[config.mk]
export PLATFORM = sky130hd
export DESIGN_NAME = fpnew_sdotp_rr_sched
export DESIGN_NICKNAME = d
export VERILOG_FILES = /design/src/rtl/fpnew_pkg.sv /design/src/rtl/fpnew_rr_arb_onehot.sv /design/src/rtl/fpnew_sdotp_rr_sched.sv
export SDC_FILE = /design/constraint.sdc
export NUM_CORES = 1
export LEC_CHECK = 0
export BUFFER_PORTS_ARGS = -buffer_cell sky130_fd_sc_hd__buf_2
export CORE_AREA = 3 3 510 512
export CTS_BUF_LIST = sky130_fd_sc_hd__clkbuf_16
export DETAILED_ROUTE_END_ITERATION = 12
export DIE_AREA = 0 0 513 515
export GPL_TIMING_DRIVEN = 0
export PLACE_DENSITY = 0.32
export SETUP_SLACK_MARGIN = 0.15
export SLEW_MARGIN = 20
export SYNTH_ARGS = -nofsm -noshare
export SYNTH_HDL_FRONTEND = slang
export SYNTH_SLANG_ARGS = --single-unit
export TNS_END_PERCENT = 50
[constraint.sdc]
create_clock -name clk_i -period 4.88 [get_ports clk_i]
set_input_delay 1.22 -clock clk_i [delete_from_list [all_inputs] [get_ports clk_i]]
set_output_delay 1.22 -clock clk_i [all_outputs]
set_load 0.03 [all_outputs]
[src/rtl/fpnew_pkg.sv]
// Shared FP types used by the dot-product scheduler and its datapath.
package fpnew_pkg;

  localparam int unsigned NUM_FP_FORMATS      = 5;
  localparam int unsigned SDOTP_HART_ID_WIDTH = 34;
  localparam int unsigned SDOTP_LANE_WIDTH    = 64;

  typedef enum logic [2:0] {
    FP32    = 3'd0,
    FP64    = 3'd1,
    FP16    = 3'd2,
    FP8     = 3'd3,
    FP16ALT = 3'd4
  } fp_format_e;

  typedef enum logic [2:0] {
    RNE = 3'b000,
    RTZ = 3'b001,
    RDN = 3'b010,
    RUP = 3'b011,
    RMM = 3'b100,
    ROD = 3'b101,
    DYN = 3'b111
  } roundmode_e;

  typedef enum logic [3:0] {
    SDOTP  = 4'd0,
    EXVSUM = 4'd1,
    VSUM   = 4'd2,
    ADD    = 4'd3,
    MUL    = 4'd4,
    FMADD  = 4'd5
  } operation_e;

  typedef struct packed {
    logic NV;
    logic DZ;
    logic OF;
    logic UF;
    logic NX;
  } status_t;

  // Bit width of one request bundle for a given lane width; the field
  // order matches sdotp_req_t so flat vectors can be cast to the struct.
  function automatic int unsigned sdotp_req_width(input int unsigned lane_width);
    return 3 * lane_width + NUM_FP_FORMATS * 3 + 3 + 4 + 1 + 3 + 3;
  endfunction

  typedef struct packed {
    logic [2:0][SDOTP_LANE_WIDTH-1:0]  operands;
    logic [NUM_FP_FORMATS-1:0][2:0]    is_boxed;
    roundmode_e                        rnd_mode;
    operation_e                        op;
    logic                              op_mod;
    fp_format_e                        src_fmt;
    fp_format_e                        dst_fmt;
  } sdotp_req_t;

endpackage

[src/rtl/fpnew_rr_arb_onehot.sv]
// Combinational round-robin arbiter: first valid requester at or after ptr.
module fpnew_rr_arb_onehot #(
  parameter int unsigned NumReq = 4,
  localparam int unsigned IdW   = (NumReq > 1) ? $clog2(NumReq) : 1
) (
  input  logic [NumReq-1:0] valid,
  input  logic [IdW-1:0]    ptr,
  output logic [NumReq-1:0] grant,
  output logic [IdW-1:0]    idx,
  output logic              any
);

  logic [IdW-1:0] cand;

  // Wrapped search from ptr; idx falls back to ptr when nothing is valid.
  always_comb begin
    grant = '0;
    idx   = ptr;
    any   = 1'b0;
    cand  = '0;
    for (int unsigned off = 0; off < NumReq; off++) begin
      cand = IdW'((32'(ptr) + off) % NumReq);
      if (!any && valid[cand]) begin
        any         = 1'b1;
        idx         = cand;
        grant[cand] = 1'b1;
      end
    end
  end

endmodule

[src/rtl/fpnew_sdotp_rr_sched.sv]
// Round-robin scheduler sharing one dot-product datapath among NumReq
// requesters. A valid/ID shadow of the datapath pipeline drives the stage
// enables (stall + bubble collapse) and routes results back to the issuer.
module fpnew_sdotp_rr_sched import fpnew_pkg::*; #(
  parameter int unsigned NumReq      = 4,
  parameter int unsigned NumPipeRegs = 3,
  parameter int unsigned LaneWidth   = 64,
  parameter logic [SDOTP_HART_ID_WIDTH-1:0] HartIdBase = '0,
  localparam int unsigned ReqW       = sdotp_req_width(LaneWidth),
  localparam int unsigned IdW        = (NumReq > 1) ? $clog2(NumReq) : 1
) (
  input  logic                               clk_i,
  input  logic                               rst_i,
  input  logic [NumReq-1:0][ReqW-1:0]        req_i,
  input  logic [NumReq-1:0]                  req_valid_i,
  output logic [NumReq-1:0]                  req_ready_o,
  output logic [NumReq-1:0]                  rsp_valid_o,
  input  logic [NumReq-1:0]                  rsp_ready_i,
  output logic [LaneWidth-1:0]               rsp_result_o,
  output status_t                            rsp_status_o,
  output logic [ReqW-1:0]                    dp_req_o,
  output logic                               dp_mask_o,
  output logic [SDOTP_HART_ID_WIDTH-1:0]     dp_hart_id_o,
  output logic [NumPipeRegs-1:0]             dp_reg_enable_o,
  input  logic [LaneWidth-1:0]               dp_result_i,
  input  status_t                            dp_status_i,
  input  logic                               dp_mask_i,
  output logic                               busy_o
);

  if (NumPipeRegs < 1) begin : g_bad_pipe
    $error("NumPipeRegs must be at least 1");
  end
  if (NumReq < 2) begin : g_bad_req
    $error("NumReq must be at least 2");
  end

  localparam int unsigned L    = NumPipeRegs - 1;
  localparam int unsigned CntW = $clog2(NumPipeRegs + 1);

  typedef logic [IdW-1:0] id_t;

  logic [NumPipeRegs-1:0] vld;
  logic [NumPipeRegs-1:0] en;
  id_t                    id [NumPipeRegs];
  id_t                    rr_ptr;
  id_t                    grant_idx;
  logic [NumReq-1:0]      grant_oh;
  logic                   any_valid;
  logic                   accept;
  logic                   out_ready;
  logic                   out_fire;
  logic [CntW-1:0]        cnt;

  fpnew_rr_arb_onehot #(
    .NumReq (NumReq)
  ) u_arb (
    .valid (req_valid_i),
    .ptr   (rr_ptr),
    .grant (grant_oh),
    .idx   (grant_idx),
    .any   (any_valid)
  );

  // Stage enables ripple back from the output: an empty stage always loads.
  always_comb begin
    out_ready = rsp_ready_i[id[L]];
    en        = '0;
    en[L]     = ~vld[L] | out_ready;
    for (int unsigned k = 0; k < L; k++) begin
      en[L-1-k] = ~vld[L-1-k] | en[L-k];
    end
    if (rst_i) begin
      en = '1;
    end
  end

  // Request side handshakes and granted bundle towards the datapath.
  always_comb begin
    accept          = any_valid & en[0] & ~rst_i;
    req_ready_o     = rst_i ? '0 : (grant_oh & {NumReq{en[0]}});
    dp_req_o        = req_i[grant_idx];
    dp_mask_o       = accept;
    dp_hart_id_o    = HartIdBase + SDOTP_HART_ID_WIDTH'(grant_idx);
    dp_reg_enable_o = en;
  end

  // Response side: the last shadow stage names the owner of the result.
  always_comb begin
    out_fire     = vld[L] & out_ready & ~rst_i;
    rsp_valid_o  = '0;
    for (int unsigned i = 0; i < NumReq; i++) begin
      rsp_valid_o[i] = vld[L] & (id[L] == IdW'(i)) & ~rst_i;
    end
    rsp_result_o = dp_result_i;
    rsp_status_o = dp_status_i;
    busy_o       = (cnt != '0);
  end

  // Valid shadow mirrors the datapath mask pipeline.
  always_ff @(posedge clk_i) begin
    if (rst_i) begin
      vld <= '0;
    end else begin
      if (en[0]) vld[0] <= accept;
      for (int unsigned k = 1; k < NumPipeRegs; k++) begin
        if (en[k]) vld[k] <= vld[k-1];
      end
    end
  end

  // Requester IDs travel alongside the valid bits; no reset needed.
  always_ff @(posedge clk_i) begin
    if (en[0]) id[0] <= grant_idx;
    for (int unsigned k = 1; k < NumPipeRegs; k++) begin
      if (en[k]) id[k] <= id[k-1];
    end
  end

  // Round-robin pointer moves past the winner on every accept.
  always_ff @(posedge clk_i) begin
    if (rst_i) begin
      rr_ptr <= '0;
    end else if (accept) begin
      rr_ptr <= (32'(grant_idx) == NumReq - 1) ? '0 : grant_idx + 1'b1;
    end
  end

  // In-flight counter: accept and response in one cycle cancel out.
  always_ff @(posedge clk_i) begin
    if (rst_i) begin
      cnt <= '0;
    end else begin
      case ({accept, out_fire})
        2'b10:   cnt <= cnt + CntW'(1);
        2'b01:   cnt <= cnt - CntW'(1);
        default: cnt <= cnt;
      endcase
    end
  end

  a_cnt_matches_vld: assert property (@(posedge clk_i) disable iff (rst_i)
    $countones(vld) == 32'(cnt));

  a_mask_consistent: assert property (@(posedge clk_i) disable iff (rst_i)
    dp_mask_i == vld[L]);

  a_ready_onehot: assert property (@(posedge clk_i) $onehot0(req_ready_o));

endmodule

==> results of run 1 <==
registers in the layout, indices dropped and copies added, names as in the netlist:
signal and count:
id 6, vld 3, cnt 2, rr_ptr 2
cells in the mapped netlist, types with 2 or more instances:
| master | number |
|---|---|
| a2111oi_0 | 2 |
| a21oi_1 | 5 |
| a221oi_1 | 4 |
| a22oi_1 | 4 |
| a31oi_1 | 2 |
| buf_2 | 52 |
| buf_4 | 124 |
| buf_6 | 2 |
| clkbuf_1 | 2 |
| dfxtp_1 | 7 |
| edfxtp_1 | 6 |
| ha_1 | 9 |
| inv_1 | 5 |
| inv_2 | 2 |
| mux2i_1 | 665 |
| mux4_2 | 5 |
| nand2_1 | 6 |
| nand3_1 | 4 |
| nor2_1 | 14 |
| nor2b_1 | 4 |
| nor3_1 | 2 |
| nor3b_1 | 2 |
| o211ai_1 | 2 |
| o21ai_0 | 2 |
| o21ai_1 | 2 |
| or2_1 | 2 |
| or3_1 | 2 |
| xor2_1 | 2 |
worst paths after layout:
kind | start | end | depth (start not counted)
hold / removal | id[0][2]$_DFFE_PP_ | id[0][4]$_DFFE_PP_ | 0
setup / recovery | req_valid_i[3] | dp_req_o[70] | 13
setup reg to reg | rr_ptr[0]$_SDFFE_PP0P_ | cnt[1]$_SDFFE_PP0P_ | 12
hold reg to reg | id[0][2]$_DFFE_PP_ | id[0][4]$_DFFE_PP_ | 0
what timing repair did:
action / in CTS / in global routing
setup endpoints to repair: 223 / 223
pin swaps: 2 / 4
buffers inserted: 59 / 40
gates resized for setup: 618 / 357
cloned: 16 / 16
layer usage:
layer / wire length (um) / part of all wire (%) / track usage, % / vias to the layer above
met5: 1910 / 0.94 / 0 / -
met4: 7020 / 3.5 / 2.15 / 280
met2: 92200 / 45 / 24.1 / 1491
met3: 35800 / 18 / 11.1 / 683
met1: 66100 / 33 / 14.2 / 6950
li1: - / - / - / 6305
kinds of logic after synthesis:
family,count (synthesis)
DFF,13
other,1
buffers and inverters,187
adders and majority gates,9
and+or+nand+nor,42
xor gates and xnor gates,3
muxes,671
AOI/OAI and AO/OA,26
report_power, final:
group | internal [mW] | switching (mW) | total, mW
combinational | 13.9 | 15.9 | 29.8
sequential | 0.175 | 0.0613 | 0.236
clock | 0.109 | 0.0542 | 0.163
metrics by stage:
| step | hold slack [ps] | instance area (um2) | total power, mW | instances |
|---|---|---|---|---|
| detailed placement | 406 | 19200 | 19.7 | 5564 |
| global route | 434 | 25100 | 31.4 | 5728 |
| CTS | 420 | 23100 | 27.2 | 5643 |
| global placement | 401 | 19200 | 19.6 | 5564 |
| floorplan | 400 | 9000 | 12.1 | 983 |
| finish | 418 | 25200 | 30.2 | 5777 |
cell type report:
cell class,count,area [um2],share of cell area [%]
Timing Repair Buffer,1327,8950,35.4
Sequential cell,13,328,1.30
Inverter,7,28.8,0.114
Clock buffer,3,75.1,0.297
Tap cell,3384,4230,16.8
Clock inverter,1,3.75,0.0149
Antenna cell,79,198,0.783
Buffer,180,2320,9.20
Multi-Input combinational cell,783,9100,36.1
==> impl_results.md, run 1 <==
* Area leader, netlist: mux2i_1
* Tightest Pin Transition at 726 ps
* CTS tree: yes
* Worst skew pair latency at 250 ps
* Unrepaired setup endpoints after global routing: yes
* CTS Buffer Depth at 2
* Final WS setup at -121 ps
* Post-Synth Adder-Cell Area at 1.27%
* WP data required at 3660 ps
* Most common cell on crit path: buf_16
* WP data arrival at 3780 ps
* Worst Clk Skew at 13.7 ps
* Port bufs at 1197
* GRT Total Usage at 14.4%
* Worst Setup Path Type: in -> out
* Via count at 15700
* Fin Setup TNS at -1140 ps
* RD Place Congestion at 0.904
* Root buffer cell: clkbuf_16
* Ys Warns at 0
* Max rail drop VDD at 0.562 mV
* Worst-path cell chain: buf_8, buf_8, or3_4, a2111oi_4, a31oi_4, buf_12, buf_16, buf_16, buf_12, buf_16, mux2i_4, mux2i_1, buf_4
* Max-Cap Viols at 0
* Failing checks: setup timing
* Delay-heaviest family, CP: buffers and inverters
* Largest family of logic cells by synthesized area: multiplexers
* Ys flop type: dfxtp_1
* Overall die height at 515 um
* Leading cell type in the layout, fill and taps excluded: buf_2
* Tcrit/Tclk final at 102%
* GR Overflow Total at 0
* Worst slack at placement at -1740 ps
* Hold Path Class: reg -> reg
* Most frequent cells in the layout: buf_2, mux2i_1, buf_4
* Multiplexer share of the synthesized area at 76.3%
* Drt pass-1 iters at 5
* First-pass GRT wire length at 229000 um
* Slowest CP cell: a2111oi_4
* I/O pin count at 1301
* # nets final at 3288
* Synth unique cells at 40
* CP Buf/Inv Count at 8
* Netlist Area Pre-Place at 8880 um2
* Vias in the first global route at 14500
* Post-synthesis simple-gate area fraction at 2.39%
* FP Rows at 186
* Clock transition at path regs at 60 ps
* Seq cells post-synth at 13
* Max Clock Freq at 200 MHz
* Core Box Area at 256000 um2
* Largest net degree at the start of global routing at 12
* Die extent in x at 513 um
* Post-synth top area share at 74.9%
* Initial Util at 3.47%
* Status: finished with violations
* Xor and xnor area share after synthesis at 0.296%
* Fillers at 29900
* Initial DRC count at 986
* WL final at 203000 um
* Final core occ at 9.85%
* Post-synth EDFFs at 6
* CTS Buf Count at 3
* Crit end category: output port
* Mean Syn Cell Area at 9.33 um2
* Max-slew violations at 0
* Critical path fanouts, max at 7
* WL/cell at 35.1 um
* Final min period at 5000 ps
* Slew HR at 51.1%
* Synth-to-layout area growth at 184%
* DR DRC count at 0
* Cell count after synthesis at 952
* Final ANT Viol Nets at 0
* Final Hold Viols at 0
* Worst path max stage delay at 410 ps
* LEAKAGE at 12.1 nW
* Async S/R FF share, synth at 0%
* Pwr/cell area at 1200 nW/um2
* CP startpoint kind: input port
* Initial antenna violation count at 385
* Sequential share of the synthesized area at 3.61%
* Hold_buf cts at 0
* CTS sink count at 13
* Vias per cell at 2.72
* CTS H-tree lvls at 1
* Die area at 264000 um2
* Synth area leaders: mux2i_1, buf_4, buf_2
* R2R setup slack at 1640 ps
* Post-DP HPWL at 185000 um
* # setup viols final at 41
* Share of layout cells above drive strength 1 at 73.2%
* Post-synthesis compound-gate area fraction at 2.01%
Power figures use the tool's default switching activity.
==> inputs of run 2 (changes only) <==
--- a/config.mk
+++ b/config.mk
@@ -7,7 +7,7 @@
 export LEC_CHECK = 0
 export BUFFER_PORTS_ARGS = -buffer_cell sky130_fd_sc_hd__buf_2
 export CORE_AREA = 3 3 510 512
-export CTS_BUF_LIST = sky130_fd_sc_hd__clkbuf_16
+export CTS_BUF_LIST = sky130_fd_sc_hd__clkbuf_4 sky130_fd_sc_hd__clkbuf_8
 export DETAILED_ROUTE_END_ITERATION = 12
 export DIE_AREA = 0 0 513 515
 export GPL_TIMING_DRIVEN = 0
==> impl_results.md, run 2 (synthesis results as in run 1) <==
* Worst skew pair latency at 260 ps
* I/O pin count at 1301
* Max Clock Freq at 200 MHz
* Die extent in x at 513 um
* Largest Register: id
* Tcrit/Tclk final at 103%
* WL final at 202000 um
* Largest net degree at the start of global routing at 12
* LEAKAGE at 11.9 nW
* CTS Buf Count at 3
* Share of layout cells above drive strength 1 at 72.9%
* Hold_buf cts at 0
* FP Rows at 186
* Initial antenna violation count at 394
* Final WS setup at -130 ps
* Critical path fanouts, max at 5
* CTS H-tree lvls at 1
* Max-slew violations at 0
* R2R setup slack at 1590 ps
* Via count at 15600
* CTS tree: yes
* Met1 WL at 65300 um
* Fillers at 29900
* CP startpoint kind: input port
* First-pass GRT wire length at 228000 um
* Worst-path cell chain: buf_8, buf_8, or3_4, a2111oi_4, a31oi_4, buf_12, buf_16, buf_16, buf_12, buf_16, buf_12, mux2i_4, mux2i_4, buf_6
* WP data required at 3660 ps
* Post-DP HPWL at 185000 um
* Leading cell type in the layout, fill and taps excluded: buf_2
* Failing checks: setup timing
* RD Place Congestion at 0.904
* Final Hold Viols at 0
* DR DRC count at 0
* Core Box Area at 256000 um2
* Worst Setup Path Type: in -> out
* Final min period at 5010 ps
* GRT Total Usage at 14.4%
* Drt pass-1 iters at 5
* Max rail drop VDD at 0.566 mV
* Initial Util at 3.47%
* Tightest Pin Transition at 703 ps
* Worst path max stage delay at 410 ps
* Final hold slack at 423 ps
* Worst Clk Skew at 19.7 ps
* Port bufs at 1197
* Root buffer cell: clkbuf_8
* Die area at 264000 um2
* Initial DRC count at 852
* Vias per cell at 2.71
* Slew HR at 52.6%
* Overall die height at 515 um
* WP data arrival at 3790 ps
* Final core occ at 9.73%
* GR Overflow Total at 0
* Pwr/cell area at 1180 nW/um2
* Max reg flops at 6
* CTS Buffer Depth at 2
* Fin Setup TNS at -3260 ps
* Most frequent cells in the layout: buf_2, mux2i_1, buf_4
* Synth-to-layout area growth at 181%
* CTS sink count at 13
* # setup viols final at 74
* Clock transition at path regs at 80 ps
* Uppermost routed layer: met5
* Max-Cap Viols at 0
* Vias in the first global route at 14500
* # nets final at 3274
* Crit end category: output port
* Unrepaired setup endpoints after global routing: yes
* Largest registers: id (6), vld (3)
* Met2 routed WL at 91500 um
* Hold Path Class: reg -> reg
* Final ANT Viol Nets at 0
* Slowest CP cell: a2111oi_4
* Status: finished with violations
* WL/cell at 35.1 um
* Wire length on met3 at 36700 um
[run 2: changes by cell type in the layout (fill, tap and decap cells not counted), moves of 3 or more]
cell | previous run | this run
clkbuf_16 | 20 | 12
mux2i_1 | 504 | 508
clkbuf_4 | 3 | 6
clkbuf_8 | 0 | 3
mux2i_4 | 109 | 104
buf_4 | 310 | 300
[run 2: worst paths after layout]
kind | startpoint | endpoint | cells after the start
min | id[0][2]$_DFFE_PP_ | id[0][4]$_DFFE_PP_ | 0
min reg2reg | id[0][2]$_DFFE_PP_ | id[0][4]$_DFFE_PP_ | 0
max reg2reg | rr_ptr[1]$_SDFFE_PP0P_ | cnt[1]$_SDFFE_PP0P_ | 12
max | req_valid_i[3] | dp_req_o[69] | 14
[run 2: cell type report]
class	instances	area [um2]	area share [%]
Antenna cell	80	200	0.803
Buffer	180	2310	9.28
Tap cell	3384	4230	17.0
Inverter	7	30.0	0.120
Multi-Input combinational cell	783	9050	36.3
Sequential cell	13	328	1.32
Clock buffer	4	48.8	0.196
Timing Repair Buffer	1313	8720	35.0
[run 2: metrics by stage]
step / worst slack, ps / instances / power (mW) / instance area (um2)
finish: -130 / 5764 / 29.5 / 24900
floorplan: 198 / 983 / 12.1 / 9000
global placement: -2310 / 5564 / 19.6 / 19200
global route: -219 / 5723 / 30.7 / 24800
CTS: -135 / 5640 / 27.1 / 23100
detailed placement: -1740 / 5564 / 19.7 / 19200
[run 2: layer usage]
metal | up-vias | track usage [%]
met4 | 278 | 2.57
met2 | 1525 | 24.0
li1 | 6269 | -
met3 | 676 | 11.5
met1 | 6867 | 13.9
met5 | - | 0
[run 2: report_power, final]
part	internal [mW]	leakage [nW]	switching [mW]
logic	13.5	11.8	15.7
clock network	0.0635	0.0267	0.0506
registers	0.174	0.126	0.0621
total	13.7	11.9	15.8
[run 2: critical path: cells and delay by family]
kind	cells	cell delay (ps)
buf+inv	9	1280
compound gates	2	470
mux	2	420
simple gates	1	330
[run 2: repair_timing]
action,in CTS,in global routing
cloned,16,11
setup endpoints to repair,223,223
buffers inserted,56,33
pin swaps,2,4
gates resized for setup,619,331
==> inputs of run 3 (changes only) <==
--- a/config.mk
+++ b/config.mk
@@ -5,11 +5,12 @@
 export SDC_FILE = /design/constraint.sdc
 export NUM_CORES = 1
 export LEC_CHECK = 0
+export ABC_AREA = 1
 export BUFFER_PORTS_ARGS = -buffer_cell sky130_fd_sc_hd__buf_2
-export CORE_AREA = 3 3 510 512
+export CORE_AREA = 3 3 506 508
 export CTS_BUF_LIST = sky130_fd_sc_hd__clkbuf_4 sky130_fd_sc_hd__clkbuf_8
 export DETAILED_ROUTE_END_ITERATION = 12
-export DIE_AREA = 0 0 513 515
+export DIE_AREA = 0 0 509 511
 export GPL_TIMING_DRIVEN = 0
 export PLACE_DENSITY = 0.32
 export SETUP_SLACK_MARGIN = 0.15
==> impl_results.md, run 3 <==
* Max-slew violations at 0
* Ys Warns at 0
* WP data arrival at 3490 ps
* Most frequent cells in the layout: buf_2, nand2_1, o21ai_1
* Unrepaired setup endpoints after global routing: yes
* Non-filler instance count after layout at 6624
* # setup viols final at 0
* Overall die height at 511 um
* Seq cells post-synth at 13
* Worst path max stage delay at 190 ps
* Initial DRC count at 1276
* Netlist Area Pre-Place at 9050 um2
* Crit end category: output port
* Largest net degree at the start of global routing at 12
* Vias per cell at 2.94
* CTS Buf Count at 3
* Worst Clk Skew at 5.61 ps
* Ys flop type: dfxtp_1
* CTS sink count at 13
* Final min period at 4710 ps
* Port bufs at 1198
* Via count at 19500
* DR DRC count at 0
* Vias in the first global route at 19100
* GRT Total Usage at 13.0%
* Cell count after synthesis at 1947
* Post-synth EDFFs at 6
* Largest Register: id
* WP data required at 3660 ps
* I/O pin count at 1301
* Root buffer cell: clkbuf_8
* Die extent in x at 509 um
* FP Rows at 184
* Synth top cells by count: nand2_1, o21ai_1, nor2_1
* Worst skew pair latency at 250 ps
* Largest registers: id (6), vld (3)
* Sequential share of the synthesized area at 3.54%
* WL/cell at 27.4 um
* Drt pass-1 iters at 8
* Core Box Area at 252000 um2
* Slowest CP cell: buf_8
* Tcrit/Tclk final at 96.5%
* Tightest Pin Transition at 609 ps
* Hold Path Class: reg -> reg
* Share of layout cells above drive strength 1 at 53.4%
* # nets final at 4184
* Final ANT Viol Nets at 0
* Mean Syn Cell Area at 4.65 um2
* Post-synth top area share at 38.4%
* CP startpoint kind: input port
* Synth unique cells at 31
* Max-Cap Viols at 0
* Initial Util at 3.60%
* Synth area leaders: nand2_1, o21ai_1, nor2_1
* Critical path fanouts, max at 10
* Worst-path cell chain: buf_2, nand2_2, nand3_2, nand2_4, buf_6, nand3_4, inv_2, nand2_1, nand3_2, nand2_8, inv_16, buf_16, buf_8, nand2_1, o21ai_1, buf_4
* Synth-to-layout area growth at 147%
* Slew HR at 59.3%
* Max Clock Freq at 212 MHz
* RD Place Congestion at 0.926
* WL final at 181000 um
* Async S/R FF share, synth at 0%
* First-pass GRT wire length at 217000 um
* Max reg flops at 6
* CTS tree: yes
* Area leader, netlist: nand2_1
* GR Overflow Total at 0
* Status: complete, no violations
* Die area at 260000 um2
* Clock transition at path regs at 60 ps
* Final Hold Viols at 0
* Initial antenna violation count at 205
* CTS Buffer Depth at 2
* Leading cell type in the layout, fill and taps excluded: buf_2
* Most frequent cell after synthesis: nand2_1
* Post-DP HPWL at 164000 um
* CTS H-tree lvls at 1
* Placed insts at 6524
* Worst Setup Path Type: in -> out
==> run 3: changes by cell type in the layout (fill, tap and decap cells not counted), moves of 117 or more <==
cell     change
nand2_2    +117
nand2_1    +764
buf_2      +119
mux2i_1    -508
o21ai_0    +131
nor2_1     +217
o21ai_1    +261
==> run 3: routing by layer <==
| metal | global-route usage [%] | vias to the layer above | share of wire [%] | wire [um] |
|---|---|---|---|---|
| met5 | 0 | - | 0.62 | 1120 |
| met4 | 2.90 | 172 | 3.5 | 6340 |
| met3 | 5.91 | 405 | 12 | 22000 |
| met2 | 21.6 | 1359 | 45 | 81800 |
| met1 | 15.2 | 8820 | 39 | 69900 |
| li1 | - | 8702 | - | - |
==> run 3: final cells by class <==
| type | count | area [um2] |
|---|---|---|
| Tap cell | 3348 | 4190 |
| Clock buffer | 3 | 41.3 |
| Multi-Input combinational cell | 1696 | 8090 |
| Sequential cell | 13 | 325 |
| Timing Repair Buffer | 1229 | 6920 |
| Inverter | 20 | 105 |
| Clock inverter | 1 | 5.00 |
| Fill cell | 30100 | 229000 |
| Buffer | 248 | 2470 |
| Antenna cell | 66 | 165 |
==> run 3: cells by family after synthesis <==
group                      count (synthesis)  share of synthesized area, %
AOI/OAI and AO/OA                        456                          25.4
adders and majority gates                  9                          1.24
buffers and inverters                    269                          19.0
DFF                                       13                          3.54
other                                      1                        0.0414
and+or+nand+nor                         1199                          50.8
==> run 3: path summary, 6_finish.rpt <==
path | from | cells past startpoint | to | slack (ps)
setup / recovery | req_valid_i[3] | 16 | dp_req_o[116] | 170
hold reg to reg | id[0][3]$_DFFE_PP_ | 0 | id[0][5]$_DFFE_PP_ | 420
hold / removal | id[0][3]$_DFFE_PP_ | 0 | id[0][5]$_DFFE_PP_ | 420
setup reg to reg | rr_ptr[0]$_SDFFE_PP0P_ | 15 | id[0][0]$_DFFE_PN_ | 2140
==> run 3: repair_timing <==
action                                  4_1_cts  5_1_grt
endpoints found under the setup margin      223      213
pin swaps                                    10       26
gates resized for setup                     399      328
setup buffers                                11        9
hold buffers                                  0        0
gates cloned                                  3        8
hold endpoints to repair                      0        0
==> run 3: worst max-delay path: cells and delay by family <==
family / cells / cell delay, ps
AO/OA/AOI/OAI: 1 / 140
buffers and inverters: 7 / 1040
AND/OR/NAND/NOR: 8 / 910
==> run 3: through the flow <==
step	setup slack (ps)	utilization [%]	setup TNS, ps	instance area (um2)	hold WS (ps)
2_1_floorplan	777	-	0	9160	400
3_3_place_gp	-1250	7.69	-123650	19300	407
3_5_place_dp	-1260	7.69	-128760	19300	405
4_1_cts	81.0	8.31	0	20900	419
5_1_grt	86.9	8.83	0	22200	429
6_report	168	8.86	0	22300	418
Power of run 3 is not shown: default switching activity piles up to over one toggle a cycle in this logic, so the estimate is an artifact.
